[src/rtl/ikaopm_core.sv]
// ikaopm_core: compact YM2151-compatible sound core with bus interface, register file and timers.
// Eight key-on square-wave channels feed a stereo mix, output as a YM3012-style serial float stream.
module ikaopm_core #(
    parameter int FULLY_SYNCHRONOUS = 1,
    parameter int FAST_RESET        = 1
) (
    input  logic               i_EMUCLK,
    input  logic               i_IC_n,
    input  logic               i_phiM_PCEN_n,
    output logic               o_phi1,
    input  logic               i_CS_n,
    input  logic               i_RD_n,
    input  logic               i_WR_n,
    input  logic               i_A0,
    input  logic [7:0]         i_D,
    output logic [7:0]         o_D,
    output logic               o_D_OE,
    output logic               o_CT1,
    output logic               o_CT2,
    output logic               o_IRQ_n,
    output logic               o_SH1,
    output logic               o_SH2,
    output logic               o_SO,
    output logic               o_EMU_R_SAMPLE,
    output logic               o_EMU_L_SAMPLE,
    output logic signed [15:0] o_EMU_R_EX,
    output logic signed [15:0] o_EMU_L_EX,
    output logic signed [15:0] o_EMU_R,
    output logic signed [15:0] o_EMU_L
);

    // Frame is {exponent[2:0], sign (1 = positive), mantissa[8:0]}.
    function automatic logic [12:0] float_enc(input logic [15:0] s);
        logic [2:0] e;
        logic [9:0] m;
        e = 3'd1;
        for (int unsigned i = 2; i <= 7; i++)
            if (s[i+8] != s[i+7]) e = 3'(i);
        m = 10'(s >> (e - 3'd1));
        return {e, ~m[9], m[8:0]};
    endfunction

    function automatic logic signed [15:0] float_dec(input logic [12:0] f);
        logic [15:0] mag;
        if (f[9]) mag = {7'd0,  f[8:0]} << (f[12:10] - 3'd1);
        else      mag = {7'd0, ~f[8:0]} << (f[12:10] - 3'd1);
        if (f[9]) return signed'(mag);
        else      return -signed'(mag);
    endfunction

    function automatic logic signed [15:0] sat16(input logic signed [18:0] v);
        if (v > 19'sd32767)       return 16'sh7FFF;
        else if (v < -19'sd32768) return 16'sh8000;
        else                      return v[15:0];
    endfunction

    typedef enum logic {ST_SWEEP, ST_RUN} rst_state_t;

    logic              phi1, phi1_rise, phi1_fall;
    logic [4:0]        slot;
    logic              sample_tick;
    logic [11:0]       bus_raw, sync1, sync2, bus_s;
    logic              cs_s, rd_s, wr_s, a0_s;
    logic [7:0]        d_s;
    rst_state_t        state, state_nx;
    logic [7:0]        sweep_addr;
    logic              wstb_q, wr_fall, data_wr, addr_wr;
    logic [7:0]        regs [256];
    logic              reg_we;
    logic [7:0]        reg_wa, reg_wd;
    logic [7:0]        addr_q;
    logic [5:0]        busy_cnt;
    logic              busy;
    logic [7:0]        keyon;
    logic [15:0]       phase    [8];
    logic [15:0]       phase_nx [8];
    logic [6:0]        kc;
    logic [3:0]        tl;
    logic [1:0]        rl;
    logic [15:0]       inc;
    logic [12:0]       amp;
    logic signed [14:0] val;
    logic signed [18:0] sum_r, sum_l;
    logic signed [15:0] mix_r, mix_l;
    logic [12:0]       enc_r, enc_l, frame_r, frame_l, cur_frame;
    logic              sh_win;
    logic [9:0]        na, cnt_a;
    logic [7:0]        nb, cnt_b;
    logic [3:0]        presc_b;
    logic [3:0]        tctrl;
    logic              flag_a, flag_b;
    logic [1:0]        ct;
    logic [7:0]        status;

    assign phi1_rise   = ~i_phiM_PCEN_n & ~phi1;
    assign phi1_fall   = ~i_phiM_PCEN_n &  phi1;
    assign sample_tick = phi1_rise & (slot == 5'd31);
    assign o_phi1      = phi1;

    assign bus_raw = {i_CS_n, i_RD_n, i_WR_n, i_A0, i_D};
    assign bus_s   = (FULLY_SYNCHRONOUS != 0) ? sync2 : sync1;
    assign {cs_s, rd_s, wr_s, a0_s, d_s} = bus_s;

    always_ff @(posedge i_EMUCLK or negedge i_IC_n) begin
        if (!i_IC_n) begin
            sync1 <= 12'hE00;
            sync2 <= 12'hE00;
        end else begin
            sync1 <= bus_raw;
            sync2 <= sync1;
        end
    end

    // Without fast reset the register file has no reset; it is zeroed by the sweep instead.
    always_ff @(posedge i_EMUCLK or negedge i_IC_n) begin
        if (!i_IC_n) begin
            if (FAST_RESET != 0) state <= ST_RUN;
            else                 state <= ST_SWEEP;
            sweep_addr <= '0;
        end else begin
            state <= state_nx;
            if (state == ST_SWEEP && phi1_rise) sweep_addr <= sweep_addr + 8'd1;
        end
    end

    always_comb begin
        state_nx = state;
        if (state == ST_SWEEP && phi1_rise && sweep_addr == 8'hFF) state_nx = ST_RUN;
    end

    assign wr_fall = wstb_q & ~(cs_s | wr_s);
    assign data_wr = wr_fall &  a0_s & (state == ST_RUN);
    assign addr_wr = wr_fall & ~a0_s & (state == ST_RUN);

    always_comb begin
        reg_we = 1'b0;
        reg_wa = addr_q;
        reg_wd = d_s;
        if (state == ST_SWEEP) begin
            reg_we = phi1_rise;
            reg_wa = sweep_addr;
            reg_wd = '0;
        end else if (data_wr) begin
            reg_we = 1'b1;
        end
    end

    generate
        if (FAST_RESET != 0) begin : g_fast_rst
            always_ff @(posedge i_EMUCLK or negedge i_IC_n) begin
                if (!i_IC_n) begin
                    for (int unsigned i = 0; i < 256; i++) regs[8'(i)] <= '0;
                end else if (reg_we) begin
                    regs[reg_wa] <= reg_wd;
                end
            end
        end else begin : g_sweep_rst
            always_ff @(posedge i_EMUCLK) begin
                if (reg_we) regs[reg_wa] <= reg_wd;
            end
        end
    endgenerate

    assign na = {regs[8'h10], regs[8'h11][1:0]};
    assign nb = regs[8'h12];

    always_comb begin
        sum_r = '0;
        sum_l = '0;
        kc    = '0;
        tl    = '0;
        rl    = '0;
        inc   = '0;
        amp   = '0;
        val   = '0;
        for (int unsigned ch = 0; ch < 8; ch++) begin
            kc  = regs[8'(32'h28 + ch)][6:0];
            tl  = regs[8'(32'h60 + ch)][6:3];
            rl  = regs[8'(32'h20 + ch)][7:6];
            inc = 16'({4'b0001, kc[3:0]}) << kc[6:4];
            phase_nx[3'(ch)] = keyon[ch] ? phase[3'(ch)] + inc : '0;
            amp = 13'h1FFF >> tl;
            if (!keyon[ch])                val = '0;
            else if (phase_nx[3'(ch)][15]) val = -signed'({2'b00, amp});
            else                           val = signed'({2'b00, amp});
            if (rl[1]) sum_r = sum_r + 19'(val);
            if (rl[0]) sum_l = sum_l + 19'(val);
        end
    end

    assign mix_r     = sat16(sum_r);
    assign mix_l     = sat16(sum_l);
    assign enc_r     = float_enc(mix_r);
    assign enc_l     = float_enc(mix_l);
    assign cur_frame = slot[4] ? frame_l : frame_r;
    assign sh_win    = (slot[3:0] >= 4'd3) && (slot[3:0] <= 4'd12);
    assign busy      = (busy_cnt != '0) | (state == ST_SWEEP);
    assign status    = {busy, 5'b00000, flag_b, flag_a};
    assign o_IRQ_n   = ~(flag_a | flag_b);
    assign o_CT1     = ct[0];
    assign o_CT2     = ct[1];

    always_ff @(posedge i_EMUCLK or negedge i_IC_n) begin
        if (!i_IC_n) begin
            phi1           <= 1'b0;
            slot           <= '0;
            wstb_q         <= 1'b1;
            addr_q         <= '0;
            busy_cnt       <= '0;
            keyon          <= '0;
            for (int unsigned ch = 0; ch < 8; ch++) phase[3'(ch)] <= '0;
            cnt_a          <= '0;
            cnt_b          <= '0;
            presc_b        <= '0;
            tctrl          <= '0;
            flag_a         <= 1'b0;
            flag_b         <= 1'b0;
            ct             <= '0;
            frame_r        <= '0;
            frame_l        <= '0;
            o_SO           <= 1'b0;
            o_SH1          <= 1'b0;
            o_SH2          <= 1'b0;
            o_D            <= '0;
            o_D_OE         <= 1'b0;
            o_EMU_R_SAMPLE <= 1'b0;
            o_EMU_L_SAMPLE <= 1'b0;
            o_EMU_R        <= '0;
            o_EMU_L        <= '0;
            o_EMU_R_EX     <= '0;
            o_EMU_L_EX     <= '0;
        end else begin
            o_EMU_R_SAMPLE <= 1'b0;
            o_EMU_L_SAMPLE <= 1'b0;
            wstb_q         <= cs_s | wr_s;
            o_D_OE         <= ~cs_s & ~rd_s;
            o_D            <= (~cs_s & ~rd_s) ? status : '0;

            if (!i_phiM_PCEN_n) phi1 <= ~phi1;

            if (phi1_rise) begin
                slot <= slot + 5'd1;
                if (busy_cnt != '0) busy_cnt <= busy_cnt - 6'd1;
            end

            if (phi1_fall) begin
                o_SO  <= (slot[3:0] < 4'd13) ? cur_frame[slot[3:0]] : 1'b0;
                o_SH1 <= ~slot[4] & sh_win;
                o_SH2 <=  slot[4] & sh_win;
            end

            if (sample_tick) begin
                for (int unsigned ch = 0; ch < 8; ch++) phase[3'(ch)] <= phase_nx[3'(ch)];
                o_EMU_R        <= mix_r;
                o_EMU_L        <= mix_l;
                o_EMU_R_EX     <= float_dec(enc_r);
                o_EMU_L_EX     <= float_dec(enc_l);
                frame_r        <= enc_r;
                frame_l        <= enc_l;
                o_EMU_R_SAMPLE <= 1'b1;
                o_EMU_L_SAMPLE <= 1'b1;
                presc_b        <= presc_b + 4'd1;
                if (tctrl[0]) begin
                    if (cnt_a == 10'h3FF) begin
                        cnt_a <= na;
                        if (tctrl[2]) flag_a <= 1'b1;
                    end else begin
                        cnt_a <= cnt_a + 10'd1;
                    end
                end
                if (tctrl[1] && presc_b == 4'hF) begin
                    if (cnt_b == 8'hFF) begin
                        cnt_b <= nb;
                        if (tctrl[3]) flag_b <= 1'b1;
                    end else begin
                        cnt_b <= cnt_b + 8'd1;
                    end
                end
            end

            if (addr_wr) addr_q <= d_s;

            // Bus writes come last so a timer load or flag clear wins over a coincident tick.
            if (data_wr) begin
                busy_cnt <= 6'd32;
                case (addr_q)
                    8'h08: keyon[d_s[2:0]] <= |d_s[6:3];
                    8'h14: begin
                        tctrl <= d_s[3:0];
                        if (d_s[0] && !tctrl[0]) cnt_a <= na;
                        if (d_s[1] && !tctrl[1]) cnt_b <= nb;
                        if (d_s[4]) flag_a <= 1'b0;
                        if (d_s[5]) flag_b <= 1'b0;
                    end
                    8'h1B: ct <= d_s[7:6];
                    default: ;
                endcase
            end
        end
    end

endmodule

[config.mk]
export PLATFORM = sky130hd
export DESIGN_NAME = ikaopm_core
export DESIGN_NICKNAME = d
export VERILOG_FILES = /design/src/rtl/ikaopm_core.sv
export SDC_FILE = /design/constraint.sdc
export NUM_CORES = 2
export LEC_CHECK = 0
export CORE_ASPECT_RATIO = 1.2
export CORE_MARGIN = 2
export CORE_UTILIZATION = 30
export DETAILED_ROUTE_END_ITERATION = 12
export PLACE_DENSITY = 0.55
export REMOVE_ABC_BUFFERS = 1
export SLEW_MARGIN = 5
export SYNTH_ARGS = -nofsm -noshare
export SYNTH_HDL_FRONTEND = slang
export SYNTH_SLANG_ARGS = --single-unit
[constraint.sdc]
create_clock -name i_EMUCLK -period 20.1 [get_ports i_EMUCLK]
set_input_delay 4.02 -clock i_EMUCLK [delete_from_list [all_inputs] [get_ports i_EMUCLK]]
set_output_delay 4.02 -clock i_EMUCLK [all_outputs]
set_load 0.1 [all_outputs]
==> impl_metrics.prom <==
# TYPE chip_impl_metric gauge
chip_impl_metric{name="drv_slew",unit=""} 0
chip_impl_metric{name="design_power_total",unit="mW"} 4.20
chip_impl_metric{name="worst_clock_skew",unit="ns"} 0.0292
chip_impl_info{name="synth_most_common_cell",value="sky130_fd_sc_hd__nand2_1"} 1
chip_impl_metric{name="setup_total_negative_slack",unit="ns"} 0
chip_impl_metric{name="start_util",unit="%"} 30.1
chip_impl_metric{name="globalRouteOverflowTotal",unit=""} 0
chip_impl_metric{name="grt_start_max_net_pins",unit=""} 112
chip_impl_metric{name="synth.lib_cells_used.distinct",unit=""} 135
chip_impl_metric{name="routed_wl",unit="um"} 166000
chip_impl_info{name="crit_slowest_cell",value="sky130_fd_sc_hd__a21boi_0"} 1
chip_impl_info{name="synth.top_cells.by_count",value="sky130_fd_sc_hd__nand2_1 (777), sky130_fd_sc_hd__o21ai_0 (512), sky130_fd_sc_hd__nor2_1 (473)"} 1
chip_impl_metric{name="clockBufferDepth",unit=""} 3
chip_impl_metric{name="wire_per_inst",unit="um"} 20.6
chip_impl_metric{name="crit_path_max_fanout",unit=""} 15
chip_impl_metric{name="detailedPlacementHpwl",unit="um"} 129000
chip_impl_metric{name="viasPerCell",unit=""} 5.57
chip_impl_info{name="synth_top_cells_by_area",value="sky130_fd_sc_hd__dfrtp_1 (23%), sky130_fd_sc_hd__ha_1 (9.6%), sky130_fd_sc_hd__nand2_1 (6.2%)"} 1
chip_impl_info{name="criticalPathCategory",value="register to register"} 1
chip_impl_metric{name="floorplan.die.height",unit="um"} 437
chip_impl_metric{name="first_pass_grt_wire_length",unit="um"} 257000
chip_impl_metric{name="initial_antenna_violation_count",unit=""} 3
chip_impl_metric{name="detail-route-antenna-nets",unit=""} 0
chip_impl_metric{name="finalWorstPathRequiredPeriod",unit="ns"} 18.90
chip_impl_metric{name="netlist_instances",unit=""} 5987
chip_impl_metric{name="worst_ep_arrival_time",unit="ns"} 19.44
chip_impl_metric{name="cts_htree_levels",unit=""} 2
chip_impl_metric{name="tightest_slew",unit="ns"} 1.29
chip_impl_metric{name="critical_path_required_time",unit="ns"} 20.64
chip_impl_metric{name="timing.fmax",unit="MHz"} 52.9
chip_impl_metric{name="critical_path.max_stage_delay",unit="ns"} 0.80
chip_impl_metric{name="final-hold-violation-count",unit=""} 0
chip_impl_metric{name="layout-drive-gt1-share",unit="%"} 9.74
chip_impl_metric{name="synth.top_cell.area_share",unit="%"} 22.6
chip_impl_metric{name="max-cap-violations",unit=""} 0
chip_impl_metric{name="ioPinCount",unit=""} 97
chip_impl_metric{name="clock_sinks",unit=""} 431
chip_impl_metric{name="growth_of_design_area_from_synthesis_to_finish",unit="%"} 11.5
chip_impl_metric{name="dieArea",unit="mm^2"} 0.160
chip_impl_info{name="tritoncts",value="done"} 1
chip_impl_info{name="cp-start-kind",value="register"} 1
chip_impl_info{name="library_cell_appearing_most_often_on_the_critical_path",value="sky130_fd_sc_hd__ha_1"} 1
chip_impl_metric{name="post-route-drc-count",unit=""} 0
chip_impl_metric{name="powerDensity",unit="mW/mm^2"} 80.3
chip_impl_metric{name="weighted_congestion_reported_at_the_end_of_routability_driven_placement",unit=""} 0.982
chip_impl_metric{name="post_cts_hold_buffer_count",unit=""} 0
chip_impl_metric{name="length_of_the_first_detailed_routing_pass_in_iterations",unit=""} 8
chip_impl_metric{name="vdd_ir_drop_max",unit="uV"} 125
chip_impl_info{name="rsz0062_at_grt",value="no"} 1
chip_impl_metric{name="clock_latency",unit="ns"} 0.67
chip_impl_info{name="hold_class",value="register to register"} 1
chip_impl_info{name="synth_top_cell_by_area",value="sky130_fd_sc_hd__dfrtp_1"} 1
chip_impl_metric{name="fin_nets",unit=""} 6340
chip_impl_metric{name="synthesis.area",unit="mm^2"} 0.0470
chip_impl_info{name="outcome",value="finished clean"} 1
chip_impl_metric{name="period_utilisation_layout",unit="%"} 94.0
chip_impl_metric{name="async_reset_ff_share",unit="%"} 100
chip_impl_metric{name="synth_sequential_area_ratio",unit="%"} 23.0
chip_impl_metric{name="synth_seq_cells",unit=""} 431
chip_impl_metric{name="first_global_vias",unit=""} 43700
chip_impl_metric{name="track_usage",unit="%"} 20.3
chip_impl_metric{name="post_synth.cell_area_avg",unit="um^2"} 7.84
chip_impl_metric{name="fp.dieW",unit="um"} 365
chip_impl_info{name="synth_top_flop_cell",value="sky130_fd_sc_hd__dfrtp_1"} 1
chip_impl_metric{name="ys_warns",unit=""} 0
chip_impl_metric{name="routed-via-count",unit=""} 45000
chip_impl_metric{name="row_count",unit=""} 159
chip_impl_metric{name="fp.coreArea",unit="mm^2"} 0.156
chip_impl_metric{name="cts_inserted_buffers",unit=""} 53
chip_impl_metric{name="numPortBuffers",unit=""} 91
chip_impl_metric{name="leakagePower",unit="nW"} 24.2
chip_impl_metric{name="synth_enable_flop_cells",unit=""} 0
chip_impl_metric{name="timing.max_slew.rel_slack",unit="%"} 13.0
chip_impl_info{name="clockRootBuffer",value="sky130_fd_sc_hd__clkbuf_16"} 1
chip_impl_metric{name="clock_input_transition_at_the_sequential_cells_of_the_worst_setup_and_hold_paths",unit="ns"} 0.06
chip_impl_metric{name="report.final.setup_viol",unit=""} 0
chip_impl_info{name="setup.worst_path.end_class",value="register"} 1
chip_impl_metric{name="first_iter_violations",unit=""} 3620
==> worst max-delay path, delay by kind of cell, from the launching register on <==
family          cells  cell delay, ns
mux                 3            1.08
simple gates       20            4.82
xor+xnor            6            0.95
flops               1            0.49
buf+inv             6            0.84
fa+ha+maj           9            3.12
compound gates     31            7.46
==> layer usage <==
metal	wire [um]	GRT usage, %	vias up
li1	-	-	21800
met1	70200	25.0	21700
met2	78800	34.6	1146
met3	6820	1.93	360
met4	10500	11.5	2
met5	18	0	-
==> power breakdown <==
group	switching, mW	internal [mW]	total [mW]
registers	0.0661	0.920	0.986
logic	1.35	0.779	2.13
clock network	0.450	0.634	1.08
==> per-stage QoR <==
stage / hold slack, ns / instances / setup WS, ns / instance area [um^2] / util, %
6_report: 0.342 / 8084 / 1.20 / 52300 / 33.6
5_1_grt: 0.349 / 8081 / 0.00304 / 52300 / 33.6
4_1_cts: 0.347 / 8063 / 0.101 / 52000 / 33.3
3_5_place_dp: 0.336 / 7963 / 0.201 / 50000 / 32.1
3_3_place_gp: 0.332 / 7963 / 0.179 / 50000 / 32.1
2_1_floorplan: 0.331 / 5686 / 0.679 / 45800 / -
==> registers in the layout (all words and copies together), names as in the netlist, 10 cells and up <==
signal / count
o_EMU_L_EX: 16
bus_s: 12
frame_r: 13
regs: 97
frame_l: 13
sync1: 12
cnt_a: 10
na: 10
o_EMU_R_EX: 16
phase: 128
o_EMU_L: 16
o_EMU_R: 16
==> worst paths after layout <==
check | from | end | slack [ns] | depth (start not counted)
setup / recovery | regs[1717] | o_EMU_R_EX[15] | 1.20 | 75
hold / removal | sync1[5] | bus_s[5] | 0.34 | 0
setup reg to reg | regs[1717] | o_EMU_R_EX[15] | 1.20 | 75
hold reg to reg | sync1[5] | bus_s[5] | 0.34 | 0
max in group asynchronous | i_IC_n | regs[1717] | 14.32 | 3
min in group asynchronous | i_IC_n | phase[20] | 3.40 | 1
==> timing repair <==
action                     in CTS  in global routing
buffers inserted                0                 18
setup endpoints to repair       0                 32
gates resized for setup         0                 53
==> logic make-up after synthesis <==
logic type                 Yosys count  synth area share [%]
and+or+nand+nor                   2090                  21.0
AOI/OAI and AO/OA                 1957                  28.0
buffers and inverters              495                  4.10
DFF                                431                  23.0
adders and majority gates          383                  10.6
xor gates and xnor gates           373                  7.11
muxes                              257                  6.31
other                                1               0.00799
==> layout by cell type, fill, tap and decap left out, types with 52 or more instances in the layout <==
cell | netlist | final
sky130_fd_sc_hd__nand2b_1 | 93 | 93
sky130_fd_sc_hd__inv_1 | 180 | 180
sky130_fd_sc_hd__clkdlybuf4s50_1 | 0 | 90
sky130_fd_sc_hd__nor2_1 | 473 | 469
sky130_fd_sc_hd__or3_1 | 54 | 54
sky130_fd_sc_hd__and2_1 | 78 | 77
sky130_fd_sc_hd__dfrtp_1 | 424 | 420
sky130_fd_sc_hd__buf_4 | 11 | 111
sky130_fd_sc_hd__mux2i_1 | 71 | 69
sky130_fd_sc_hd__o21bai_1 | 55 | 55
sky130_fd_sc_hd__and3_1 | 62 | 62
sky130_fd_sc_hd__o21ai_0 | 512 | 507
sky130_fd_sc_hd__nor3_1 | 109 | 107
sky130_fd_sc_hd__xnor2_1 | 215 | 212
sky130_fd_sc_hd__nand2_1 | 777 | 776
sky130_fd_sc_hd__o211ai_1 | 69 | 69
sky130_fd_sc_hd__xor2_1 | 152 | 152
sky130_fd_sc_hd__nor2b_1 | 64 | 63
sky130_fd_sc_hd__nand3_1 | 169 | 169
sky130_fd_sc_hd__clkbuf_16 | 0 | 53
sky130_fd_sc_hd__mux2_2 | 170 | 170
sky130_fd_sc_hd__a21oi_1 | 400 | 397
sky130_fd_sc_hd__o21a_1 | 107 | 107
sky130_fd_sc_hd__ha_1 | 360 | 357
sky130_fd_sc_hd__a21o_1 | 153 | 153
sky130_fd_sc_hd__a211oi_1 | 86 | 84
sky130_fd_sc_hd__o31ai_1 | 53 | 52
==> area by class of cell <==
type,instances,area [um^2]
Antenna cell,3,7.51
Clock buffer,62,1430
Clock inverter,38,520
Fill cell,16600,104000
Inverter,190,722
Multi-Input combinational cell,5065,34500
Sequential cell,431,10800
Tap cell,2093,2620
Timing Repair Buffer,202,1750
(Power assumes the default switching activity.)
